**config.mk**
```make
export PLATFORM = sky130hd
export DESIGN_NAME = oldland_dbus_arbiter
export DESIGN_NICKNAME = d
export VERILOG_FILES = /design/src/rtl/oldland_dbus_arbiter.sv
export SDC_FILE = /design/constraint.sdc
export NUM_CORES = 1
export LEC_CHECK = 0
export ABC_AREA = 1
export CAP_MARGIN = 10
export CORE_AREA = 2 2 106 108
export CTS_CLUSTER_DIAMETER = 50
export CTS_CLUSTER_SIZE = 16
export DETAILED_ROUTE_END_ITERATION = 10
export DIE_AREA = 0 0 108 110
export MAX_ROUTING_LAYER = met4
export PLACE_DENSITY = 0.66
export RECOVER_POWER = 50
export SYNTH_ARGS = -nofsm -noshare
export SYNTH_HDL_FRONTEND = slang
export SYNTH_SLANG_ARGS = --single-unit
export TNS_END_PERCENT = 20
```
**constraint.sdc**
```tcl
create_clock -name clk -period 2 [get_ports clk]
set_input_delay 0.3 -clock clk [delete_from_list [all_inputs] [get_ports clk]]
set_output_delay 0.3 -clock clk [all_outputs]
set_load 0.02 [all_outputs]
```
**src/rtl/oldland_dbus_arbiter.sv**
```systemverilog
// Round-robin arbiter sharing the Oldland memory bus between the data port and instruction fetch.
// Optional grant watchdog enabled by defining OLDLAND_ARB_TIMEOUT_EN.
module oldland_dbus_arbiter #(
    parameter int unsigned TIMEOUT_CYCLES = 255
) (
    input  logic        clk,
    input  logic        rst,
    input  logic        d_access,
    input  logic [29:0] d_addr,
    input  logic [3:0]  d_bytesel,
    input  logic        d_wr_en,
    input  logic [31:0] d_wr_val,
    output logic [31:0] d_data,
    output logic        d_ack,
    output logic        d_error,
    input  logic        i_access,
    input  logic [29:0] i_addr,
    output logic [31:0] i_data,
    output logic        i_ack,
    output logic        i_error,
    output logic        bus_access,
    output logic [29:0] bus_addr,
    output logic [3:0]  bus_bytesel,
    output logic        bus_wr_en,
    output logic [31:0] bus_wr_val,
    input  logic [31:0] bus_data,
    input  logic        bus_ack,
    input  logic        bus_error,
    output logic        d_grant,
    output logic        i_grant
);
    // Handshake: a master holds access and its request stable until ack or error;
    // the ack cycle ends the transaction and access seen afterwards is a new request.

    typedef enum logic [1:0] {IDLE, GNT_D, GNT_I} state_t;

    localparam logic [7:0] TIMEOUT_LIMIT = 8'(TIMEOUT_CYCLES);

    state_t state;
    logic   last_i;
    logic   timed_out;
    logic   forced_err;
    logic   done;

`ifdef OLDLAND_ARB_TIMEOUT_EN
    logic [7:0] count;

    // Clearing while idle guarantees a fresh count on every grant entry.
    always_ff @(posedge clk) begin
        if (rst || state == IDLE)
            count <= 8'd0;
        else if (!(bus_ack || bus_error))
            count <= count + 8'd1;
    end

    assign timed_out = (state != IDLE) && (count == TIMEOUT_LIMIT);
`else
    logic unused_timeout_limit;

    assign unused_timeout_limit = ^TIMEOUT_LIMIT;
    assign timed_out = 1'b0;
`endif

    // A genuine ack in the watchdog cycle wins over the forced error.
    assign forced_err = timed_out && !bus_ack;
    assign done       = bus_ack || bus_error || timed_out;

    always_ff @(posedge clk) begin
        if (rst) begin
            state   <= IDLE;
            last_i  <= 1'b1;
            d_grant <= 1'b0;
            i_grant <= 1'b0;
        end else begin
            case (state)
                IDLE: begin
                    if (d_access && (!i_access || last_i)) begin
                        state   <= GNT_D;
                        d_grant <= 1'b1;
                    end else if (i_access) begin
                        state   <= GNT_I;
                        i_grant <= 1'b1;
                    end
                end
                GNT_D: begin
                    if (done || !d_access) begin
                        state   <= IDLE;
                        d_grant <= 1'b0;
                        last_i  <= 1'b0;
                    end
                end
                GNT_I: begin
                    if (done || !i_access) begin
                        state   <= IDLE;
                        i_grant <= 1'b0;
                        last_i  <= 1'b1;
                    end
                end
                default: begin
                    state   <= IDLE;
                    d_grant <= 1'b0;
                    i_grant <= 1'b0;
                end
            endcase
        end
    end

    assign d_data = bus_data;
    assign i_data = bus_data;

    always_comb begin
        bus_access  = 1'b0;
        bus_addr    = 30'd0;
        bus_bytesel = 4'd0;
        bus_wr_en   = 1'b0;
        bus_wr_val  = 32'd0;
        d_ack       = 1'b0;
        d_error     = 1'b0;
        i_ack       = 1'b0;
        i_error     = 1'b0;
        case (state)
            GNT_D: begin
                bus_access  = d_access && !timed_out;
                bus_addr    = d_addr;
                bus_bytesel = d_bytesel;
                bus_wr_en   = d_wr_en;
                bus_wr_val  = d_wr_val;
                d_ack       = bus_ack;
                d_error     = bus_error || forced_err;
            end
            GNT_I: begin
                bus_access  = i_access && !timed_out;
                bus_addr    = i_addr;
                bus_bytesel = 4'b1111;
                i_ack       = bus_ack;
                i_error     = bus_error || forced_err;
            end
            default: ;
        endcase
    end

endmodule
```
# --- Word level (Yosys, flattened, before mapping) ---
# Cells that the tools add are included.
totals:
  input_bits: 135
  output_inout_bits: 138
  register_bits: 5
  word_cells: 50
classes:
  n_eq_ne: 8
  reduce_logical: 13
  muxes: 23
  bitwise: 2
op_table:
  columns: ["op", "count"]
  rows:
  - ["30-bit case mux with 2 select lines", 1]
  - ["32-bit 2-to-1 mux", 1]
  - ["1-bit 2-to-1 mux", 11]
  - ["2-bit inequality test, second input constant", 5]
  - ["3-bit AND reduction", 3]
  - ["2-bit 2-to-1 mux", 4]
  - ["4-bit case mux with 2 select lines", 1]
  - ["1-bit case mux with 3 select lines", 2]
  - ["2-bit case mux with 3 select lines", 1]
  - ["1-bit logical OR", 4]
  - ["1-bit case mux with 2 select lines", 2]
  - ["4-bit AND reduction", 1]
  - ["3-bit inequality test, second input constant", 1]
  - ["2-bit by 1-bit == test with 1-bit output, second input constant", 1]
  - ["2-bit == test, second input constant", 1]
  - ["1-bit logical NOT", 2]
  - ["2-bit logical NOT", 1]
  - ["1-bit NOT", 2]
  - ["2-bit nonzero test", 1]
  - ["1-bit logical AND", 1]

# --- Logic depth before layout (Yosys ltp) ---
depth:
  word_depth: 5
  depth_mapped: 11
  depth_no_buf: 10

# --- Worst setup path before layout ---
# No wires, ideal clock.
synth_timing:
  kind: "register -> output"
  from: "register state[1]"
  to: "output bus_addr[10]"
  stages_incl_launch_ff: 7
  slack_ns: 0.347
  arrival_ns: 1.353
  path_cell_list: "dfxtp_1 inv_1 ha_1 buf_2 buf_4 nand2_1 a21oi_1"
synth_between:
  elab_chain_cells: 2
synth_lines:
  columns: ["element", "line", "source"]
  rows:
  - ["from (decl)", "39", "state_t state;"]
  - ["from (signal assigned)", "70", "state <= IDLE;"]
  - ["from (signal assigned)", "78", "state <= GNT_D;"]
  - ["from (signal assigned)", "81", "state <= GNT_I;"]
  - ["2-bit == test or 2-bit by 1-bit == test with 1-bit output (tied branches)", "121", "case (state)"]
  - ["30-bit case mux with 2 select lines (*)", "121", null]
  - ["to (decl)", "22", "output logic [29:0] bus_addr,"]
# Every way passes the cells marked *; elsewhere a longest branch is shown, timed or not.

# --- Worst setup path after layout ---
# Same ends and word-level chain as after synthesis.

==> impl_summary.log <==
[metrics] number of sinks on the clock net: 5
[metrics] Final Instance Count excl. Fillers: 566
[metrics] power density cells: 466 nW/um^2
[metrics] Tmin final: 1.97 ns
[metrics] Critical Path Source Type: flip-flop
[metrics] sum of routed wire length over all layers: 7030 um
[metrics] top-level I/O count: 273
[metrics] hold path start: i_grant
[metrics] r2r setup slk: 0.45 ns
[metrics] antenna violations before repair: 0
[metrics] number of maximum-capacitance constraint violations: 0
[metrics] area growth from synthesis to final layout: 88.8%
[metrics] cell count of the worst reg-to-reg path: 12
[metrics] Net Count, Synth: 449
[metrics] net count of the finished layout: 567
[metrics] clock tree buffer depth: 2
[metrics] maximum vdd drop: 0.000407 V
[metrics] vertical die dimension: 110 um
[metrics] Hold WC Path Type: reg -> reg
[metrics] arrival time at the worst endpoint: 1.67 ns
[metrics] Critical R2R Capture: state[0]
[metrics] via total after detailed routing: 2133
[metrics] proportion of synthesized chip area in sequential cells: 6.27%
[metrics] PortBufs: 176
[metrics] library cell occupying the most area in the post-synthesis netlist: buf_4
[metrics] Clock transition at path regs: 0.03 ns
[metrics] wire length of the first global-routing pass: 9820 um
[metrics] number of cells on the worst hold path: 2
[metrics] Netlist cell types: 13
[metrics] total internal power: 0.000749 W
[metrics] via count of the first global-routing pass: 1953
[metrics] clock root buffer master: clkbuf_8
[metrics] synthesized area per cell: 5.16 um^2
[metrics] area fraction of the dominant cell type after synthesis: 31.1%
[metrics] WHS: 0.442 ns
[metrics] outcome: finished clean
[metrics] router iterations before antenna repair: 4
[metrics] Std-Cell Core Area: 10700 um^2
[metrics] number of max-slew violations in the final report: 0
[metrics] total overflow reported by the global router: 0
[metrics] die area: 11900 um^2
[metrics] count of antenna diodes in the layout: 0
[metrics] First DRT Iteration DRCs: 112
[metrics] Critical Path RT: 1.70 ns
[metrics] area of the mapped netlist: 1600 um^2
[metrics] Avg WL per Cell: 12.4 um
[metrics] hold bufs inserted after CTS: 0
[metrics] TritonCTS clock tree: yes
[metrics] average via count per standard cell: 3.77
[metrics] Net Sw Power: 0.000653 W
[metrics] maximum number of pins on one net before global-route repair: 34
[metrics] f_max: 507 MHz
[metrics] setup skew after layout: 0.000697 ns
[metrics] All-Layer GR Usage: 10.6%
[metrics] dpl hpwl: 5920 um
[metrics] worst r2r src: state[0]
[metrics] std cell rows: 38
[metrics] Fill cells: 1217
[metrics] routability cong.: 0.868
[metrics] unrepaired setup endpoints after global routing: true
[metrics] capture endpoint of the worst hold path: i_grant
[metrics] Syn Inst Count: 309
[metrics] power share of the sequential group: 9.7%
[metrics] classification of the worst setup path: reg -> out
[metrics] Setup-failing EPs final: 0
[metrics] Inserted Clock Buffers: 3
[metrics] placed cell count: 562
[metrics] clk_lat worst skew: 0.23 ns
[metrics] layout cell share with drive strength beyond 1: 13.8%
[metrics] measured slew at the worst slew-check pin: 0.240 ns
[metrics] post-route antenna net violation count: 0
[metrics] number of storage elements in the synthesis netlist: 5
[metrics] setup bufs post-CTS: 0
[metrics] worst slew margin relative to its limit: 84.1%
[metrics] Yosys warnings: 0
[metrics] starting utilization of the core area: 14.9%
[metrics] combinational cell fraction of total power: 76.7%
[metrics] H-tree lvl count: 1
[metrics] Synth area leaders: buf_4 (31%), nand2_1 (27%), inv_1 (11%)
[metrics] switching power as a share of total power: 46.6%
[metrics] share of the cycle needed by the critical path after routing: 98.7%
[metrics] final hold violation count: 0
[metrics] power share of the clock group: 13.6%
[metrics] leakage dissipation: 1.68 nW
[metrics] Remaining DRCs: 0
[metrics] Crit. End Element: output port
[metrics] biggest fanout along the worst timing path: 23
[metrics] DIE WIDTH: 108 um
worst max-delay path, cell delays in order, from the launching register on:
cell	delay [ns]
dfxtp_2	0.34
inv_1	0.09
ha_1	0.32
inv_1	0.08
buf_12	0.16
a21oi_1	0.11
clkdlybuf4s15_1	0.32
metrics by stage:
stage | setup WS [ns] | total power [W] | area [um^2] | utilization (%) | TNS (ns)
after floorplan | 0.347 | 0.000842 | 1600 | - | 0
after global placement | -0.0536 | 0.00130 | 3150 | 29.5 | -0.363
after detailed placement | -0.128 | 0.00132 | 3150 | 29.5 | -1.99
after CTS | -0.0681 | 0.00143 | 3140 | 29.3 | -0.264
after global routing | -0.0658 | 0.00151 | 3010 | 28.2 | -0.0720
final | 0.0258 | 0.00140 | 3010 | 28.2 | 0
worst max path at each step:
stage,cells after the start,slack [ns],start,to
floorplan,6,0.35,state[1],bus_addr[10]
global route,6,-0.07,state[1],bus_addr[10]
detailed placement,6,-0.13,state[1],bus_addr[22]
finish,6,0.03,state[1],bus_addr[10]
CTS,6,-0.07,state[1],bus_bytesel[1]
global placement,6,-0.05,state[1],bus_addr[23]
cells in the mapped netlist (all sizes together):
cell	n
ha	5
buf	71
or2	1
a21oi	35
inv	48
nand2	116
nand3	6
dfxtp	5
nor2	15
clkbuf	7
logic make-up (layout without fill, tap and decap cells):
kind of cell | count (synthesis) | in the layout | synth area share (%)
DFF | 5 | 5 | 6.27
and+or+nand+nor | 138 | 138 | 33.3
buffers and inverters | 126 | 243 | 45.6
AOI/OAI and AO/OA | 35 | 35 | 11.0
adders and majority gates | 5 | 5 | 3.92
power groups by stage:
stage / combinational, W / sequential (W) / clock [W]
2_1_floorplan: 0.000698 / 0.000143 / 0
3_3_place_gp: 0.00117 / 0.000133 / 0
3_5_place_dp: 0.00118 / 0.000134 / 0
4_1_cts: 0.00110 / 0.000133 / 0.000195
5_1_grt: 0.00117 / 0.000138 / 0.000199
6_report: 0.00108 / 0.000136 / 0.000190
layout by cell type (no fill, tap or decap):
cell / Yosys / layout
a21oi_1: 35 / 35
buf_12: 0 / 4
buf_2: 5 / 8
buf_4: 66 / 11
clkbuf_1: 7 / 1
clkbuf_2: 0 / 24
clkbuf_8: 0 / 3
clkdlybuf4s15_1: 0 / 7
clkdlybuf4s15_2: 0 / 1
clkdlybuf4s50_1: 0 / 102
dfxtp_1: 5 / 3
dfxtp_2: 0 / 2
dlygate4sd2_1: 0 / 32
dlygate4sd3_1: 0 / 2
ha_1: 5 / 4
ha_4: 0 / 1
inv_1: 47 / 46
inv_2: 1 / 2
nand2_1: 115 / 114
nand2_2: 1 / 2
nand3_1: 6 / 6
nor2_1: 15 / 15
or2_2: 1 / 1
sequential cells by signal, summed over array words and instances, names as in the netlist:
signal and count:
d_grant 1, i_grant 1, last_i 1, state 2
metal layers:
layer  vias up  track usage [%]  wire length, um
li1       1079                -                -
met1       899             11.7             2640
met2       147             19.0             3480
met3         8             3.47              865
met4         0             1.74               42
met5         -                -                0
area by class of cell:
class	count	area (um^2)	area share, %
Timing Repair Buffer	191	1730	57.3
Clock buffer	4	45.0	1.50
Sequential cell	5	103	3.41
Multi-Input combinational cell	178	783	26.0
Tap cell	140	175	5.82
Inverter	48	180	5.98
timing repair:
action                     4_1_cts  5_1_grt
setup endpoints to repair       72       42
cloned                           0        0
resized for setup              102       56
No activity file was read; power rests on OpenSTA's default activity.
